--- src/rtl/student_fir_mc.sv ---
// student_fir_mc: multi-channel time-multiplexed FIR filter.
// One shared coefficient set, a private circular sample history per channel,
// and a single multiplier reused over NUM_TAPS cycles per accepted sample.
// Ports:
//   clk_i, rst_i              clock (rising edge), async active-high reset
//   in_valid_i/in_ready_o     sample handshake; in_ch_i selects the channel
//   in_data_i                 signed input sample
//   coef_we_i/addr/data       coefficient write port (honoured only when idle)
//   clear_i                   zero all histories and write pointers (idle only)
//   out_valid_o/out_ready_i   result handshake
//   out_ch_o, out_data_o      channel and rounded, saturated result
//   out_sat_o                 result was clipped
//   busy_o                    a computation is in flight
module student_fir_mc #(
  parameter int NUM_CH   = 2,
  parameter int NUM_TAPS = 16,
  parameter int DATA_W   = 16,
  parameter int COEFF_W  = 16,
  parameter int ACC_W    = 40,
  parameter int OUT_W    = 16,
  parameter int SHIFT    = 15,
  localparam int CW      = (NUM_CH > 1) ? $clog2(NUM_CH) : 1,
  localparam int TW      = $clog2(NUM_TAPS)
) (
  input  logic                      clk_i,
  input  logic                      rst_i,
  input  logic                      in_valid_i,
  output logic                      in_ready_o,
  input  logic [CW-1:0]             in_ch_i,
  input  logic signed [DATA_W-1:0]  in_data_i,
  input  logic                      coef_we_i,
  input  logic [TW-1:0]             coef_addr_i,
  input  logic signed [COEFF_W-1:0] coef_data_i,
  input  logic                      clear_i,
  output logic                      out_valid_o,
  input  logic                      out_ready_i,
  output logic [CW-1:0]             out_ch_o,
  output logic signed [OUT_W-1:0]   out_data_o,
  output logic                      out_sat_o,
  output logic                      busy_o
);

  if (ACC_W < DATA_W + COEFF_W + $clog2(NUM_TAPS)) begin : g_acc_w_chk
    $error("student_fir_mc: ACC_W too narrow for the full-precision sum");
  end
  if (NUM_TAPS < 2) begin : g_taps_chk
    $error("student_fir_mc: NUM_TAPS must be at least 2");
  end
  if (OUT_W > ACC_W) begin : g_out_w_chk
    $error("student_fir_mc: OUT_W must not exceed ACC_W");
  end

  localparam int PW = DATA_W + COEFF_W;
  localparam int RB = (SHIFT > 0) ? SHIFT - 1 : 0;
  localparam logic [TW:0] NT = (TW+1)'(NUM_TAPS);
  localparam logic signed [ACC_W:0] RND = (SHIFT > 0) ? ((ACC_W+1)'(1) << RB) : '0;
  localparam logic signed [ACC_W:0] MAXV = {{(ACC_W+2-OUT_W){1'b0}}, {(OUT_W-1){1'b1}}};
  localparam logic signed [ACC_W:0] MINV = {{(ACC_W+2-OUT_W){1'b1}}, {(OUT_W-1){1'b0}}};
  localparam logic signed [OUT_W-1:0] OUT_MAX = {1'b0, {(OUT_W-1){1'b1}}};
  localparam logic signed [OUT_W-1:0] OUT_MIN = {1'b1, {(OUT_W-1){1'b0}}};

  typedef enum logic [1:0] {IDLE, MAC, ROUND, OUT} state_t;

  state_t state, state_nxt;

  logic signed [DATA_W-1:0]  hist [NUM_CH][NUM_TAPS];
  logic signed [COEFF_W-1:0] coef [NUM_TAPS];
  logic [TW-1:0]             wr_ptr [NUM_CH];
  logic [CW-1:0]             ch_q;
  logic [TW:0]               tap;
  logic signed [PW-1:0]      prod;
  logic signed [ACC_W-1:0]   acc;

  logic                      ch_ok;
  logic                      addr_ok;
  logic                      accept;
  logic [TW-1:0]             rd_idx;
  logic signed [ACC_W:0]     rnd_sum;
  logic signed [ACC_W:0]     shifted;
  logic signed [OUT_W-1:0]   sat_val;
  logic                      clip;

  assign ch_ok       = int'(in_ch_i) < NUM_CH;
  assign addr_ok     = int'(coef_addr_i) < NUM_TAPS;
  assign in_ready_o  = (state == IDLE) & ~clear_i;
  assign accept      = in_valid_i & in_ready_o & ch_ok;
  assign busy_o      = (state != IDLE);
  assign out_valid_o = (state == OUT);

  always_ff @(posedge clk_i or posedge rst_i) begin
    if (rst_i) state <= IDLE;
    else       state <= state_nxt;
  end

  always_comb begin
    state_nxt = state;
    case (state)
      IDLE:    if (accept) state_nxt = MAC;
      MAC:     if (tap == NT) state_nxt = ROUND;
      ROUND:   state_nxt = OUT;
      OUT:     if (out_ready_i) state_nxt = IDLE;
      default: state_nxt = IDLE;
    endcase
  end

  // Circular read index (wr_ptr - tap) mod NUM_TAPS, valid for any tap count.
  always_comb begin
    rd_idx = '0;
    if ({1'b0, wr_ptr[ch_q]} >= tap) rd_idx = TW'({1'b0, wr_ptr[ch_q]} - tap);
    else                             rd_idx = TW'({1'b0, wr_ptr[ch_q]} + NT - tap);
  end

  always_comb begin
    rnd_sum = {acc[ACC_W-1], acc} + RND;
    shifted = rnd_sum >>> SHIFT;
    sat_val = shifted[OUT_W-1:0];
    clip    = 1'b0;
    if (shifted > MAXV) begin
      sat_val = OUT_MAX;
      clip    = 1'b1;
    end else if (shifted < MINV) begin
      sat_val = OUT_MIN;
      clip    = 1'b1;
    end
  end

  // The multiplier output is registered, so MAC runs NUM_TAPS+1 cycles: the
  // product of tap k is accumulated while tap k+1 is being multiplied, and the
  // final cycle only drains the last product.
  always_ff @(posedge clk_i or posedge rst_i) begin
    if (rst_i) begin
      for (int unsigned c = 0; c < NUM_CH; c++) begin
        wr_ptr[c] <= '0;
        for (int unsigned t = 0; t < NUM_TAPS; t++) hist[c][t] <= '0;
      end
      for (int unsigned t = 0; t < NUM_TAPS; t++) coef[t] <= '0;
      ch_q       <= '0;
      tap        <= '0;
      prod       <= '0;
      acc        <= '0;
      out_data_o <= '0;
      out_ch_o   <= '0;
      out_sat_o  <= 1'b0;
    end else begin
      if (state == IDLE && coef_we_i && addr_ok) coef[coef_addr_i] <= coef_data_i;
      case (state)
        IDLE: begin
          if (clear_i) begin
            for (int unsigned c = 0; c < NUM_CH; c++) begin
              wr_ptr[c] <= '0;
              for (int unsigned t = 0; t < NUM_TAPS; t++) hist[c][t] <= '0;
            end
          end else if (in_valid_i && ch_ok) begin
            hist[in_ch_i][wr_ptr[in_ch_i]] <= in_data_i;
            ch_q <= in_ch_i;
            acc  <= '0;
            prod <= '0;
            tap  <= '0;
          end
        end
        MAC: begin
          if (tap != NT) begin
            prod <= hist[ch_q][rd_idx] * coef[tap[TW-1:0]];
            tap  <= tap + (TW+1)'(1);
          end
          if (tap != '0) acc <= acc + ACC_W'(prod);
          if (tap == NT) begin
            if (wr_ptr[ch_q] == TW'(NUM_TAPS-1)) wr_ptr[ch_q] <= '0;
            else                                 wr_ptr[ch_q] <= wr_ptr[ch_q] + TW'(1);
          end
        end
        ROUND: begin
          out_data_o <= sat_val;
          out_sat_o  <= clip;
          out_ch_o   <= ch_q;
        end
        default: ;
      endcase
    end
  end

endmodule

--- config.mk ---
export PLATFORM = sky130hd
export DESIGN_NAME = student_fir_mc
export DESIGN_NICKNAME = d
export VERILOG_FILES = /design/src/rtl/student_fir_mc.sv
export SDC_FILE = /design/constraint.sdc
export NUM_CORES = 2
export LEC_CHECK = 0
export ABC_AREA = 1
export BUFFER_PORTS_ARGS = -buffer_cell sky130_fd_sc_hd__buf_2
export CAP_MARGIN = 30
export CORE_MARGIN = 5
export CORE_UTILIZATION = 44
export DETAILED_ROUTE_END_ITERATION = 7
export SLEW_MARGIN = 20
export SYNTH_ARGS = -nofsm -noshare
export SYNTH_HDL_FRONTEND = slang
export SYNTH_SLANG_ARGS = --single-unit
--- constraint.sdc ---
create_clock -name clk_i -period 72.6 [get_ports clk_i]
set_input_delay 7.26 -clock clk_i [delete_from_list [all_inputs] [get_ports clk_i]]
set_output_delay 7.26 -clock clk_i [all_outputs]
set_load 0.02 [all_outputs]
==> flow_results.org <==
** Timing
- Final slew viol count :: 0
- Between clock sinks in the finished design, the worst skew comes to between 0.02 and 0.03 ns.
- Subtracting the final worst setup slack from the clock period gives 15.02 ns.
- The worst pin sits at a relative slew slack of 0.365.
- Final setup violation count :: 0
- Maximum operating frequency :: ~67 MHz
- Setup repair after global routing missed its margin :: false
- Final hold viol count :: 0
- Sum Neg Setup Slack :: 0 ns
- In the finished design, the share of the clock period the worst path needs comes to 0.207.
- For the pin with the worst max-slew slack, the measured transition is 0.941 ns.

** Synthesis
- In this run the mean area of a mapped cell was approximately 8.3 um^2.
- Of the post-synthesis cell area, the dominant cell type holds 0.410.
- In this run, synthesis inferred 0 flip-flops with an integrated enable.
- After synthesis, the cell types taking the most area are sky130_fd_sc_hd__dfrtp_1 41%, sky130_fd_sc_hd__fa_1 9.9%, sky130_fd_sc_hd__nand2_1 7.5%.
- Counting distinct cell types in the post-synthesis netlist gives 61.
- For this run, the register share of the synthesized area comes to 0.410.
- Counting flops with an async set or reset pin after synthesis yields a share of 1.00.
- For this run, the leading register cell type out of synthesis is sky130_fd_sc_hd__dfrtp_1.
- Counting flops and latches in the post-synthesis netlist gives approximately 900.
- Synthesized area :: ~53000 um^2
- Counting every instance in the synthesized netlist gives around 6400.
- Yosys instantiated no cell more often than sky130_fd_sc_hd__nand2_1.
- The number of nets in the synthesized netlist is 6882.
- By count the netlist is led by 1062 x sky130_fd_sc_hd__nand2_1, 1050 x sky130_fd_sc_hd__inv_1, 874 x sky130_fd_sc_hd__dfrtp_1.
- The Yosys step of the flow raised 0 warnings.
- The largest total area in the synthesized netlist belongs to sky130_fd_sc_hd__dfrtp_1.

** Critical path
- Arrival time at the worst endpoint :: slightly below 8 ns
- Setup slack of the worst register-to-register path :: between 60 and 70 ns
- Counting stages on the worst path, the most repeated cell is sky130_fd_sc_hd__buf_2.
- The worst setup path is captured at an output port.
- The slowest stage of the critical path belongs to the cell sky130_fd_sc_hd__buf_2.
- Cell Chain, Critical Path :: buf_2, nor2_1, buf_2
- At the worst endpoint, the required time is ~65 ns.
- For this run, the slowest stage of the critical path takes about 0.19 ns.
- Launching element type of the critical path :: input port
- The number of cells on the worst reg-to-reg path is 29.
- The worst register-to-register path begins at ch_q.
- Largest driver fanout on the critical path :: 5
- By startpoint and endpoint, the worst setup path is classified as in -> out.
- Worst flop-to-flop path endpoint :: prod[30]

** Hold path
- The worst hold path terminates at coef[87].
- The worst hold path begins at coef[87].
- In this run the worst hold path is classified as reg -> reg.
- The worst hold path passes through 2 cells.

** Cells and area
- Final std cells w/o fill :: 8008
- Area taken by multi-input logic gates :: 25600 um^2
- After routing the design area is 58100 um^2.
- The layout has between 10000 and 15000 filler cells.
- Registers take around 22000 um^2.
- Relative to the synthesized area, the layout overhead comes to 8.88%.
- Share of cells above drive strength 1 :: 0.0754
- Measured on the finished design, the core utilization comes to 0.483.
- Final layout net count :: 6755

** Die
- Starting Density :: 0.444
- The die covers ~130000 um^2.
- Height of the die :: roughly 360 um
- Number of top-level pins :: between 60 and 70
- The die is 358 um wide.
- The floorplan has ~130 rows.
- The region available for standard cell placement spans 120000 um^2.

** Status
- Outcome :: complete, no violations

** Routing
- Post-DR wirelength/cell :: 20.3 um
- Via count normalized by instance count :: around 5.6
- In the routed design, unresolved DRC markers number 0.
- Wires add up to 163 mm.
- For this block, the initial DRC count from the detailed router was 3937.
- DR pass1 iterations :: 6
- Via count of the routed design :: 44600
- Remaining antenna violation count after routing :: 0

** Global route
- The number of antenna violations at the first check in global routing came to 1.
- GRT Util Overall :: 0.253
- Number of global-route vias before repair :: about 43000
- The first global-routing pass estimated roughly 250 mm of wire.
- Entering global routing, the biggest net connects 120 pins.
- The total overflow left after global routing is 0.

** Clock tree
- After clock tree synthesis, the clock-pin slew on the worst setup and hold paths is 0.06 ns.
- Once the clock tree was built, the setup fixing pass inserted 0 buffers.
- The number of hold buffers added after CTS was 0.
- In this run the number of H-tree levels came out at 3.
- Counting the buffers created by CTS gives a little under 100.
- # clock sinks :: a little under 900
- Clock latency on the worst-skew pair, taken at its later pin, is between 0.6 and 0.7 ns.
- Post-cts resize count :: 0
- TritonCTS built the clock tree.
- Buffer depth of the longest clock path :: 3
- Cell chosen for the clock root :: sky130_fd_sc_hd__clkbuf_16

** Placement
- Input and output buffers added on the ports amount to 63.
- After detailed placement, the design holds a cell count of slightly below 8000.
- The congestion estimate from routability-driven global placement came to 0.940.
- HPWL reported at the end of detailed placement :: between 100 and 150 mm
- After detailed placement, the total cell area comes to around 55000 um^2.

** Job
- The tool flagged a number of max-cap violations equal to 0.
per-stage QoR:
stage                     worst slack (ns)  hold WS (ns)
after CTS                            57.56         0.483
final                                57.58         0.480
after detailed placement             57.57         0.469
after floorplan                      40.78         0.448
after global placement               57.58         0.461
after global routing                 57.56         0.495
layout make-up:
type	count	share of cell area
Antenna cell	1	0.0000431
Clock buffer	148	0.0498
Clock inverter	30	0.00603
Inverter	1093	0.0709
Multi-Input combinational cell	4093	0.441
Sequential cell	874	0.377
Tap cell	1612	0.0347
Timing Repair Buffer	157	0.0211
cell families (layout without fill, tap and decap cells):
group,Yosys count,count (layout),share of synthesized area
xor gates and xnor gates,40,40,0.00671
DFF,874,874,0.410
and+or+nand+nor,1922,1922,0.146
adders and majority gates,396,396,0.130
other,0,1,0
buffers and inverters,1476,1428,0.111
AOI/OAI and AO/OA,1735,1735,0.196
cells in the final DEF (no fill, tap or decap), types with 24 or more instances in the layout:
master | netlist | final
sky130_fd_sc_hd__nand2_1 | 1062 | 1059
sky130_fd_sc_hd__inv_1 | 1050 | 1049
sky130_fd_sc_hd__dfrtp_1 | 874 | 872
sky130_fd_sc_hd__o21ai_0 | 591 | 590
sky130_fd_sc_hd__nor2_1 | 552 | 550
sky130_fd_sc_hd__o22ai_1 | 532 | 532
sky130_fd_sc_hd__a21oi_1 | 342 | 342
sky130_fd_sc_hd__fa_1 | 265 | 264
sky130_fd_sc_hd__nand3_1 | 184 | 184
sky130_fd_sc_hd__ha_1 | 131 | 130
sky130_fd_sc_hd__clkbuf_16 | 0 | 98
sky130_fd_sc_hd__buf_4 | 37 | 78
sky130_fd_sc_hd__o221ai_1 | 67 | 67
sky130_fd_sc_hd__buf_2 | 117 | 64
sky130_fd_sc_hd__a32o_1 | 51 | 51
sky130_fd_sc_hd__inv_2 | 38 | 36
sky130_fd_sc_hd__nand4_1 | 30 | 30
sky130_fd_sc_hd__o21ai_2 | 30 | 30
sky130_fd_sc_hd__nand2_2 | 26 | 28
sky130_fd_sc_hd__xor2_1 | 25 | 25
sky130_fd_sc_hd__clkbuf_8 | 1 | 25
sky130_fd_sc_hd__clkbuf_1 | 210 | 25
sky130_fd_sc_hd__nor3_1 | 24 | 24
per-layer routing:
layer | GRT usage | vias to the layer above | wire length, um
met3 | 0.0370 | 281 | 11400
met4 | 0.0769 | 0 | 4970
li1 | - | 20900 | -
met2 | 0.395 | 1530 | 73200
met5 | 0 | - | 0
met1 | 0.367 | 22000 | 73100
worst max-delay path, delay by kind of cell:
| kind | cells | cell delay, ns |
|---|---|---|
| buffers and inverters | 2 | 0.35 |
| AND/OR/NAND/NOR | 1 | 0.15 |
registers in the layout, indices dropped and copies added, names as in the netlist:
signal and flops:
acc 40, ch_q 1, coef 256, hist 512, out_ch_o 1, out_data_o 16, out_sat_o 1, prod 32
state 2, tap 5, wr_ptr 8
worst max-delay path by stage:
stage                     startpoint          to  slack, ns  cells past startpoint
after CTS                    clear_i  in_ready_o      57.56                      3
final                        clear_i  in_ready_o      57.58                      3
after global routing         clear_i  in_ready_o      57.56                      3
after global placement       clear_i  in_ready_o      57.58                      3
after detailed placement     clear_i  in_ready_o      57.57                      3
after floorplan                rst_i      acc[0]      40.78                      1
Power is not shown: default switching activity piles up to over one toggle a cycle in this logic, so the estimate is an artifact.
